**src/rtl/eth_pkg.sv**
```systemverilog
// -----------------------------------------------------------------------------
// eth_pkg
// Shared definitions for the Ethernet receive path: EtherType and MAC
// constants, the header length in 32-bit words, and the receive FSM states.
// -----------------------------------------------------------------------------
package eth_pkg;

    typedef logic [47:0] mac_addr_t;

    localparam logic [15:0] ETHERTYPE_IPV4 = 16'h0800;
    localparam mac_addr_t   MAC_BCAST      = 48'hFFFF_FFFF_FFFF;
    localparam int          ETH_HDR_WORDS  = 4;

    typedef enum logic [1:0] {
        RX_HDR,
        RX_PAYLOAD,
        RX_DROP
    } eth_rx_state_t;

endpackage

```
**src/rtl/sat_counter.sv**
```systemverilog
// -----------------------------------------------------------------------------
// sat_counter
// Event counter that sticks at all-ones instead of wrapping.
// Ports:
//   clk    in   clock
//   rst    in   asynchronous active-high reset, clears the count
//   inc    in   count one event this cycle
//   count  out  current count, WIDTH bits
// -----------------------------------------------------------------------------
module sat_counter #(
    parameter int WIDTH = 16
) (
    input  logic             clk,
    input  logic             rst,
    input  logic             inc,
    output logic [WIDTH-1:0] count
);

    // Increment on request unless already at the top value.
    always_ff @(posedge clk or posedge rst) begin
        if (rst) begin
            count <= '0;
        end else if (inc && (count != '1)) begin
            count <= count + 1'b1;
        end
    end

endmodule

```
**src/rtl/ethernet_rx.sv**
```systemverilog
// -----------------------------------------------------------------------------
// ethernet_rx
// Parses incoming Ethernet frames word by word, checks destination MAC and
// EtherType, strips the 4-word header and forwards the payload (RTP) words.
// Frames that fail the checks, or end inside the header, are dropped whole.
// Ports:
//   clk, rst      clock and asynchronous active-high reset
//   eth_rx_data   frame word (header layout assumes 32-bit words)
//   eth_rx_valid  word valid; gaps allowed anywhere in a frame
//   eth_rx_last   final word of the frame (qualified by valid)
//   rtp_data      payload word, one cycle after it arrived
//   rtp_valid     payload word valid pulse
//   rtp_last      final payload word of an accepted frame
//   frame_ok      pulse when an accepted frame completes
//   frame_drop    pulse when a frame is discarded (at its last word)
//   frame_count   accepted frames, saturating
//   drop_count    dropped frames, saturating
// -----------------------------------------------------------------------------
module ethernet_rx
    import eth_pkg::*;
#(
    parameter int        DATA_WIDTH = 32,
    parameter mac_addr_t LOCAL_MAC  = 48'h02_00_00_00_00_01,
    parameter bit        PROMISC    = 1'b0,
    parameter int        CNT_WIDTH  = 16
) (
    input  logic                  clk,
    input  logic                  rst,
    input  logic [DATA_WIDTH-1:0] eth_rx_data,
    input  logic                  eth_rx_valid,
    input  logic                  eth_rx_last,
    output logic [DATA_WIDTH-1:0] rtp_data,
    output logic                  rtp_valid,
    output logic                  rtp_last,
    output logic                  frame_ok,
    output logic                  frame_drop,
    output logic [CNT_WIDTH-1:0]  frame_count,
    output logic [CNT_WIDTH-1:0]  drop_count
);

    localparam logic [1:0] HDR_LAST = 2'(ETH_HDR_WORDS - 1);

    eth_rx_state_t         state, state_nxt;
    logic [1:0]            hdr_cnt, hdr_cnt_nxt;
    logic [31:0]           dst_hi, dst_hi_nxt;
    logic                  dst_ok, dst_ok_nxt;
    mac_addr_t             dst_full;
    logic [DATA_WIDTH-1:0] rtp_data_nxt;
    logic                  rtp_valid_nxt, rtp_last_nxt;
    logic                  ok_nxt, drop_nxt;

    // State and registered outputs. Output pulses are computed combinationally
    // and registered here so every output appears one cycle after its input word.
    always_ff @(posedge clk or posedge rst) begin
        if (rst) begin
            state      <= RX_HDR;
            hdr_cnt    <= 2'd0;
            dst_hi     <= '0;
            dst_ok     <= 1'b0;
            rtp_data   <= '0;
            rtp_valid  <= 1'b0;
            rtp_last   <= 1'b0;
            frame_ok   <= 1'b0;
            frame_drop <= 1'b0;
        end else begin
            state      <= state_nxt;
            hdr_cnt    <= hdr_cnt_nxt;
            dst_hi     <= dst_hi_nxt;
            dst_ok     <= dst_ok_nxt;
            rtp_data   <= rtp_data_nxt;
            rtp_valid  <= rtp_valid_nxt;
            rtp_last   <= rtp_last_nxt;
            frame_ok   <= ok_nxt;
            frame_drop <= drop_nxt;
        end
    end

    // Next-state and output decode. Only valid cycles move anything forward.
    // The destination check is resolved on w1 (the upper half of dst was kept
    // from w0) so that w3 only has to look at the EtherType. A last flag on
    // any header word is a runt and is dropped immediately, even on w3.
    always_comb begin
        state_nxt     = state;
        hdr_cnt_nxt   = hdr_cnt;
        dst_hi_nxt    = dst_hi;
        dst_ok_nxt    = dst_ok;
        rtp_data_nxt  = rtp_data;
        rtp_valid_nxt = 1'b0;
        rtp_last_nxt  = 1'b0;
        ok_nxt        = 1'b0;
        drop_nxt      = 1'b0;
        dst_full      = {dst_hi, eth_rx_data[31:16]};

        if (eth_rx_valid) begin
            unique case (state)
                RX_HDR: begin
                    if (hdr_cnt == 2'd0) begin
                        dst_hi_nxt = eth_rx_data[31:0];
                    end
                    if (hdr_cnt == 2'd1) begin
                        dst_ok_nxt = PROMISC || (dst_full == LOCAL_MAC) ||
                                     (dst_full == MAC_BCAST);
                    end
                    if (eth_rx_last) begin
                        drop_nxt    = 1'b1;
                        hdr_cnt_nxt = 2'd0;
                    end else if (hdr_cnt == HDR_LAST) begin
                        hdr_cnt_nxt = 2'd0;
                        state_nxt   = ((eth_rx_data[31:16] == ETHERTYPE_IPV4) && dst_ok)
                                      ? RX_PAYLOAD : RX_DROP;
                    end else begin
                        hdr_cnt_nxt = hdr_cnt + 2'd1;
                    end
                end
                RX_PAYLOAD: begin
                    rtp_data_nxt  = eth_rx_data;
                    rtp_valid_nxt = 1'b1;
                    if (eth_rx_last) begin
                        rtp_last_nxt = 1'b1;
                        ok_nxt       = 1'b1;
                        state_nxt    = RX_HDR;
                    end
                end
                RX_DROP: begin
                    if (eth_rx_last) begin
                        drop_nxt  = 1'b1;
                        state_nxt = RX_HDR;
                    end
                end
                default: begin
                    state_nxt   = RX_HDR;
                    hdr_cnt_nxt = 2'd0;
                end
            endcase
        end
    end

    // Counters bump on the same edge that raises the matching pulse.
    sat_counter #(.WIDTH(CNT_WIDTH)) u_frame_cnt (
        .clk   (clk),
        .rst   (rst),
        .inc   (ok_nxt),
        .count (frame_count)
    );

    sat_counter #(.WIDTH(CNT_WIDTH)) u_drop_cnt (
        .clk   (clk),
        .rst   (rst),
        .inc   (drop_nxt),
        .count (drop_count)
    );

endmodule

```
**config.mk**
```make
export PLATFORM = sky130hd
export DESIGN_NAME = ethernet_rx
export DESIGN_NICKNAME = d
export VERILOG_FILES = /design/src/rtl/eth_pkg.sv /design/src/rtl/sat_counter.sv /design/src/rtl/ethernet_rx.sv
export SDC_FILE = /design/constraint.sdc
export NUM_CORES = 1
export LEC_CHECK = 0
export ABC_AREA = 1
export CAP_MARGIN = 5
export CORE_ASPECT_RATIO = 0.7
export CORE_MARGIN = 8
export CORE_UTILIZATION = 55
export DETAILED_ROUTE_END_ITERATION = 10
export PLACE_DENSITY = 0.83
export SYNTH_ARGS = -nofsm -noshare
export SYNTH_HDL_FRONTEND = slang
export SYNTH_SLANG_ARGS = --single-unit
export TNS_END_PERCENT = 20
```
**constraint.sdc**
```tcl
create_clock -name clk -period 5.5 [get_ports clk]
set_clock_uncertainty 0.05 [all_clocks]
set_input_delay 0.55 -clock clk [delete_from_list [all_inputs] [get_ports clk]]
set_output_delay 0.55 -clock clk [all_outputs]
set_load 0.005 [all_outputs]
```
### Yosys cells after proc, flatten, opt, wreduce, memory -nomap -nowiden

Cells that the tools add are included.

* add/sub/neg operators: 3
* reductions and logical operators: 13
* bitwise gates (word level): 1
* equality and inequality tests: 12
* multiplexer cells: 15
* order comparisons: 0
* multipliers: 0
* divide/modulo/power cells: 0
* shifts and indexed selects: 0

Operators with widths (count)
* == test 48 x 42 -> 1 bit (second input constant): 1
* == test 48 bit (second input constant): 1
* adder 16 x 1 -> 16 bit (second input constant): 2
* != test 16 bit (second input constant): 2
* == test 16 x 12 -> 1 bit (second input constant): 1
* 2-to-1 mux 2 bit: 6
* one-hot mux 2 bit (2 select lines): 2
* 2-to-1 mux 1 bit: 7
* AND reduction 3 bit: 2
* == test 2 x 1 -> 1 bit (second input constant): 2
* == test 2 bit (second input constant): 2
* zero test 2 bit: 2
* != test 2 bit (second input constant): 2
* AND reduction 2 bit: 2
* AND reduction 4 bit: 1
* OR reduction 2 bit: 2
* logical AND 1 bit: 3
* adder 2 x 1 -> 2 bit (second input constant): 1
* != test 2 x 1 -> 1 bit (second input constant): 1
* logical OR 1 bit: 1
* NOT 1 bit: 1

* input bits: 36
* memories kept: 0
* ROM bits: 0
* bits in writable memories: 0
* flip-flop bits (word level): 104
* bits in latches: 0

### Longest topological paths before layout

Gate-level depths: netlist of run 1.

* depth after elaboration: 6
* depth in mapped cells: 10

### Hierarchy

A second synthesis of run 1 with hierarchy kept.

* cells, all modules: 682
* area total of the unflattened synthesis: 5388.9 µm²

Modules (own cells, without submodules)
* ethernet_rx: area an instance 3249.4 µm², instances 1, seq. area each 1801.7 µm², cells an instance 382
* sat_counter: area an instance 1069.8 µm², instances 2, seq. area each 400.4 µm², cells an instance 150

### Worst setup path after synthesis of run 1

OpenSTA, ideal clock, no wires.

* path type: reg-to-reg
* start point: reg u_drop_cnt.count[0]
* end point: reg u_drop_cnt.count[12]
* path slack: 3.879 ns
* library setup time: 0.117 ns
* period minus slack after synthesis: 1.621 ns
* data required time: 5.333 ns
* stages on the path, launching flop included: 10
* arrival time: 1.453 ns
* path through: dfrtp_1 ha_1 nand3_2 nor3_4 nand3_2 nand2_2 inv_2 buf_6 nand3_1 nand2_1

* cells in the longest elaborated chain, start to end: 2
* elaborated cells on any way between the ends: 3
* those cells by class: add/sub: 1; eq/ne: 1; reduce/logical: 1

Ends and longest elaborated chain
* start, declared: line sat_counter.sv:16 `output logic [WIDTH-1:0] count`
* start signal, assigned: line sat_counter.sv:24 `count <= count + 1'b1;`
* parallel branches: the longest is 2 deep, another holds adder 16 x 1 -> 16 bit

Several ways; the timed one is not identified.
A chain may end at the register's enable or synchronous reset.

### Final worst setup path of run 1

* start point: in eth_rx_valid
* end point: reg u_frame_cnt.count[12]

* cells in the longest elaborated chain, start to end: 2

Ends and longest elaborated chain
* start, declared: line ethernet_rx.sv:30 `input logic eth_rx_valid,`
* 2-to-1 mux 1 bit: line ethernet_rx.sv:94 `if (eth_rx_valid) begin`
* via ok_nxt: line ethernet_rx.sv:50 `logic ok_nxt, drop_nxt;`
* logical AND 1 bit: line sat_counter.sv:23 `end else if (inc && (count != '1)) begin`
* end signal, assigned: line sat_counter.sv:24
* end, declared: line sat_counter.sv:16

The timed path passes the listed nets, and every way through them passes these cells.

==> impl_metrics.py, run 1 <==
metrics = {
    "sta": {
        "slew_violations": 0,
        "hold_violations": 0,
        "rsz0062_at_grt": "false",
        "final.setup.worst_slack_ps": 2700,
        "max_freq_mhz": 358,
        "worst_pin_slew_ps": 1020,
        "slew_headroom_pct": 32.1,
        "finalSetupTns_ps": 0,
        "period_share_pct": 50.8,
        "setup_violations": 0,
        "fin_crit_ps": 2800,
    },
    "critical_path": {
        "path_buf_inv": 2,
        "r2r_cells": 8,
        "path_cells": "clkdlybuf4s50_1, nand2_2, nor2_1, nand2_2, inv_1, nand3_1, nand2_1",
        "arrival_ps": 3020,
        "cp_common_cell": "nand2_2",
        "end_kind": "flip-flop",
        "startpoint_type": "input port",
        "path_class": "input port to flip-flop",
        "r2r-start": "state[1]",
        "ff2ff_setup_slack_ps": 2840,
        "slowest_stage": "nand2_2",
        "critPathTopFamily": "simple AND/OR/NAND/NOR gates",
        "required_ps": 5730,
        "worstPathMaxFanout": 66,
        "critPathMaxStageDelay_ps": 570,
        "r2r-end": "u_frame_cnt.count[12]",
    },
    "cts": {
        "cts_tree": "built",
        "cts.repair.resized": 0,
        "clk_pin_slew_ps": 60,
        "cts.htree.levels": 3,
        "clock_sinks": 104,
        "numCtsBuffers": 9,
        "cts_root_buf": "clkbuf_16",
        "ctsLongestPathBuffers": 2,
        "holdBufCountCts": 0,
        "cts_setup_buffers": 0,
        "clock_latency_ps": 340,
    },
    "die": {
        "die_h_um": 95.9,
        "die_w_um": 130,
        "placementRows": 29,
        "core_region_area_mm2": 0.00896,
        "start_util_pct": 55.9,
        "ios": 104,
        "dieArea_mm2": 0.0125,
    },
    "yosys": {
        "synth_compound_area_share_pct": 9.36,
        "yosysTopAreaCell": "dfrtp_1",
        "syn_nets": 660,
        "synthSimpleGateAreaFrac_pct": 25.9,
        "async_flop_share_pct": 100,
        "netlist_top_cells_count": "nand2_1 (190), dfrtp_1 (104), o21ai_0 (74), nor2_1 (71), inv_1 (65)",
        "synth.top_cell.area_share_pct": 51.9,
        "synth-xor-area-share_pct": 3.67,
        "synthTopCellsByArea": "dfrtp_1 (52%), nand2_1 (14%), o21ai_0 (7.4%), nor2_1 (5.3%), inv_1 (4.9%)",
        "muxShareOfSynthArea_pct": 0,
        "yosysMostFrequentCell": "nand2_1",
        "ys_warn_count": 0,
        "synth_fa_ha_area_share_pct": 2.00,
        "synth_top_family_by_area": "simple AND/OR/NAND/NOR gates",
        "synthFlopType": "dfrtp_1",
        "ys_seq_area_share_pct": 51.9,
        "synth.distinct_cells": 27,
        "synth-edff-count": 0,
        "syn_avg_cell_area_um2": 8.14,
        "synth_cells": 616,
        "netlist_area_mm2": 0.00501,
        "ys_ff_latch": 104,
    },
    "placement": {
        "port_buffers": 103,
        "dp_hpwl_um": 8500,
        "placed_area_mm2": 0.00611,
        "pre_cts_ws_ps": 2340,
        "gp_congestion": 0.848,
    },
    "layout": {
        "final_area_mm2": 0.00639,
        "layout-drive-gt1-share_pct": 5.03,
        "antennaDiodeCount": 0,
        "area_growth_pct": 27.6,
        "final_nets": 756,
    },
    "flow_run": {
        "cap_violations": 0,
    },
    "run_status": {
        "status": "completed",
    },
    "grt": {
        "grt_overflow": 0,
        "grt_pass1_wl_um": 19800,
        "grt_usage_pct": 19.8,
        "grt_max_degree": 67,
        "antenna_found_initial": 0,
        "grt_pass1_vias": 4303,
    },
    "hold_path": {
        "hold_class": "flip-flop to flip-flop",
        "hold_path_depth": 2,
        "hold-path-endpoint": "rtp_data[5]",
        "min_from": "rtp_data[5]",
    },
    "detailed_routing": {
        "drt_iter0_drc": 250,
        "postRouteAntennaNets": 0,
        "routed_via_density": 5.00,
        "drc_errors": 0,
        "dr.pass1.iters": 5,
        "routed_wl_um": 11500,
        "wl_per_cell_um": 13.7,
        "vias": 4198,
    },
    "power": {
        "p_per_area_mw_per_mm2": 336,
        "total_leakage_power_nw": 2.91,
        "irDropWorstVdd_v": 0.000238,
    },
}
==> worst max-delay path by stage <==
stage | startpoint | to | depth (start not counted)
floorplan | rst | dst_hi[0] | 1
global placement | eth_rx_valid | u_frame_cnt.count[8] | 7
detailed placement | eth_rx_valid | u_frame_cnt.count[12] | 7
CTS | eth_rx_valid | u_frame_cnt.count[12] | 7
global route | eth_rx_valid | u_frame_cnt.count[1] | 7
finish | eth_rx_valid | u_frame_cnt.count[12] | 7
==> per-layer routing <==
metal  part of all wire, %  global-route usage, %  up-vias
met1                    46                   25.2     1982
met5                     0                      0        -
met3                   6.1                   5.81        7
met2                    47                   32.9       88
li1                      -                      -     2121
met4                  0.79                   4.91        0
==> worst reg2reg max path, stage by stage (launching register included) <==
cell     delay [ps]
dfrtp_1         400
inv_1            90
ha_1            170
nand2_2         540
nor2_1          440
nand2_2         320
inv_1           380
nand3_1         130
nand2_1          80
==> sequential cells by signal, summed over array words and instances (netlist names) <==
| register | count |
|---|---|
| u_frame_cnt.count | 16 |
| frame_ok | 1 |
| state | 2 |
| rtp_valid | 1 |
| dst_hi | 32 |
| rtp_data | 32 |
| frame_drop | 1 |
| dst_ok | 1 |
| hdr_cnt | 2 |
| u_drop_cnt.count | 16 |
==> where the power goes <==
group	internal [W]	switching (W)
Combinational	0.000207	0.000278
Clock	0.000362	0.000261
Sequential	0.000914	0.000126
==> layout make-up <==
| class | count | area, um2 |
|---|---|---|
| clock buffers | 12 | 246 |
| multi-input cells | 427 | 2060 |
| fillers | 717 | 2570 |
| repair buffers | 104 | 1040 |
| well taps | 124 | 155 |
| inverters | 66 | 250 |
| clock inverters | 3 | 42.5 |
| flip-flops and latches | 104 | 2600 |
==> layout by cell type (no fill, tap or decap), types with 7 or more instances in the layout <==
master / n
nor2_1: 71
clkbuf_16: 9
xnor2_1: 13
nor3_1: 10
xor2_1: 8
ha_1: 8
clkdlybuf4s50_1: 103
o21ai_2: 7
o21ai_0: 74
nand3_1: 19
inv_1: 64
dfrtp_1: 104
nand2_1: 189
==> stage by stage <==
stage | hold slack (ps) | total power [W] | std cells | utilization, %
2_1_floorplan | 399 | 0.00136 | 616 | -
4_1_cts | 443 | 0.00217 | 840 | 71.4
3_5_place_dp | 427 | 0.00154 | 825 | 68.1
3_3_place_gp | 415 | 0.00150 | 825 | 68.1
5_1_grt | 453 | 0.00230 | 840 | 71.4
6_report | 435 | 0.00215 | 840 | 71.4
==> cell families (layout without fill, tap and decap cells) <==
logic type / after synthesis / count (layout)
buf+inv: 85 / 185
flops: 104 / 104
simple gates: 310 / 310
xor+xnor: 21 / 21
fa+ha+maj: 8 / 8
compound gates: 88 / 88
Note: power is estimated with default switching activity, not from simulation.
==> inputs of run 2 (changes only) <==
--- a/config.mk
+++ b/config.mk
@@ -9,9 +9,9 @@
 export CAP_MARGIN = 5
 export CORE_ASPECT_RATIO = 0.7
 export CORE_MARGIN = 8
-export CORE_UTILIZATION = 55
+export CORE_UTILIZATION = 51
 export DETAILED_ROUTE_END_ITERATION = 10
-export PLACE_DENSITY = 0.83
+export PLACE_DENSITY = 0.78
 export SYNTH_ARGS = -nofsm -noshare
 export SYNTH_HDL_FRONTEND = slang
 export SYNTH_SLANG_ARGS = --single-unit
==> constraint.sdc (replaced) <==
create_clock -name clk -period 2.7 [get_ports clk]
set_clock_uncertainty 0.05 [all_clocks]
set_input_delay 0.27 -clock clk [delete_from_list [all_inputs] [get_ports clk]]
set_output_delay 0.27 -clock clk [all_outputs]
set_load 0.005 [all_outputs]
==> impl_metrics.py, run 2 (synthesis results as in run 1) <==
metrics = {
    "flow_run": {
        "cap_violations": 0,
    },
    "die": {
        "ios": 104,
        "die_h_um": 99.0,
        "dieArea_mm2": 0.0133,
        "die_w_um": 135,
        "start_util_pct": 52.0,
        "core_region_area_mm2": 0.00965,
        "placementRows": 30,
    },
    "layout": {
        "final_area_mm2": 0.00641,
        "antennaDiodeCount": 0,
        "final_core_util_pct": 66.5,
        "layout_common_cells": "nand2_1 (189), dfrtp_1 (104), clkdlybuf4s50_1 (103), o21ai_0 (74), nor2_1 (71)",
        "final_common_cell": "nand2_1",
        "area_growth_pct": 27.9,
        "final_nets": 758,
        "layout-drive-gt1-share_pct": 5.17,
        "top_regs": "dst_hi x32, rtp_data x32",
    },
    "placement": {
        "dp_hpwl_um": 8650,
        "pre_cts_ws_ps": 555,
        "placed_area_mm2": 0.00615,
        "port_buffers": 103,
        "gp_congestion": 0.851,
    },
    "power": {
        "swShare_pct": 31.2,
        "irDropWorstVdd_v": 0.000356,
        "total_leakage_power_nw": 2.92,
        "power.internal_w": 0.00297,
        "power_frac_comb_pct": 23.6,
        "clkPwrFrac_pct": 27.1,
        "p_seq_share_pct": 49.3,
        "p_total_w": 0.00431,
        "switchingPower_w": 0.00134,
        "p_per_area_mw_per_mm2": 672,
    },
    "cts": {
        "cts.htree.levels": 3,
        "clk_pin_slew_ps": 60,
        "cts_setup_buffers": 0,
        "ctsLongestPathBuffers": 2,
        "holdBufCountCts": 0,
        "cts_tree": "built",
        "clock_sinks": 104,
        "cts.repair.resized": 0,
        "numCtsBuffers": 9,
        "cts_root_buf": "clkbuf_16",
        "clock_latency_ps": 330,
    },
    "grt": {
        "grt_max_degree": 104,
        "grt_pass1_wl_um": 19600,
        "antenna_found_initial": 0,
        "grt_overflow": 0,
        "grt_pass1_vias": 4135,
        "grt_usage_pct": 17.9,
    },
    "sta": {
        "setup_violations": 0,
        "period_share_pct": 80.8,
        "slew_violations": 0,
        "hold_violations": 0,
        "worst_pin_slew_ps": 580,
        "rsz0062_at_grt": "false",
        "finalSetupTns_ps": 0,
        "slew_headroom_pct": 61.3,
        "final.setup.worst_slack_ps": 519,
        "max_freq_mhz": 458,
        "fin_crit_ps": 2180,
    },
    "hold_path": {
        "hold_class": "input port to asynchronous set/reset pin",
    },
    "critical_path": {
        "required_ps": 2870,
        "worstPathMaxFanout": 20,
        "startpoint_type": "flip-flop",
        "ff2ff_setup_slack_ps": 520,
        "arrival_ps": 2350,
        "end_kind": "flip-flop",
        "path_class": "flip-flop to flip-flop",
    },
    "detailed_routing": {
        "vias": 4231,
        "drt_iter0_drc": 270,
        "routed_via_density": 5.01,
        "dr.pass1.iters": 4,
        "routed_wl_um": 11700,
        "drc_errors": 0,
        "postRouteAntennaNets": 0,
        "wl_per_cell_um": 13.8,
    },
    "run_status": {
        "status": "completed",
    },
}
==> run 2: changes by cell type in the layout (fill, tap and decap cells not counted) <==
cell       before  now
bufinv_16       1    0
buf_12          0    2
inv_4           1    0
clkbuf_1        2    1
clkbuf_8        1    2
==> run 2: worst max-delay path, cell delays in order, from the launching register on <==
cell,delay (ps)
dfrtp_1,400
ha_1,220
nand3_2,130
nor3_4,250
nand3_2,130
nand2_2,350
inv_1,290
nand3b_1,170
nand2_1,70
==> run 2: worst paths after layout <==
| check | from | to | cells after the start |
|---|---|---|---|
| min in group clk | rtp_data[14] | rtp_data[14] | 2 |
| worst max-delay path | u_frame_cnt.count[0] | u_frame_cnt.count[10] | 8 |
| max in group asynchronous | rst | rtp_data[28] | 3 |
| worst min register to register | rtp_data[14] | rtp_data[14] | 2 |
| worst min-delay path | rst | rtp_valid | 2 |
| worst max register to register | u_frame_cnt.count[0] | u_frame_cnt.count[10] | 8 |
==> run 2: final cells by class <==
cell class / count / area, um2
Clock buffer: 12 / 256
Clock inverter: 1 / 5.00
Fill cell: 814 / 3230
Inverter: 66 / 251
Multi-Input combinational cell: 427 / 2060
Sequential cell: 104 / 2600
Tap cell: 128 / 160
Timing Repair Buffer: 106 / 1080
==> run 2: per-layer routing <==
metal / wire length, um / vias to the layer above / global-route usage, %
li1: - / 2117 / -
met1: 5330 / 1988 / 23.2
met2: 5420 / 114 / 28.3
met3: 763 / 12 / 5.34
met4: 138 / 0 / 5.33
met5: 0 / - / 0
==> run 2: metrics by stage <==
step	hold slack, ps	instances
2_1_floorplan	381	616
3_3_place_gp	418	831
3_5_place_dp	423	831
4_1_cts	92.2	844
5_1_grt	104	844
6_report	104	844
==> run 2: power by group through the flow <==
stage | logic, W | clock network [W] | registers (W)
2_1_floorplan | 0.000693 | 0 | 0.00208
3_3_place_gp | 0.000973 | 0 | 0.00212
3_5_place_dp | 0.00103 | 0 | 0.00214
4_1_cts | 0.00104 | 0.00121 | 0.00212
5_1_grt | 0.00118 | 0.00126 | 0.00216
6_report | 0.00102 | 0.00117 | 0.00212
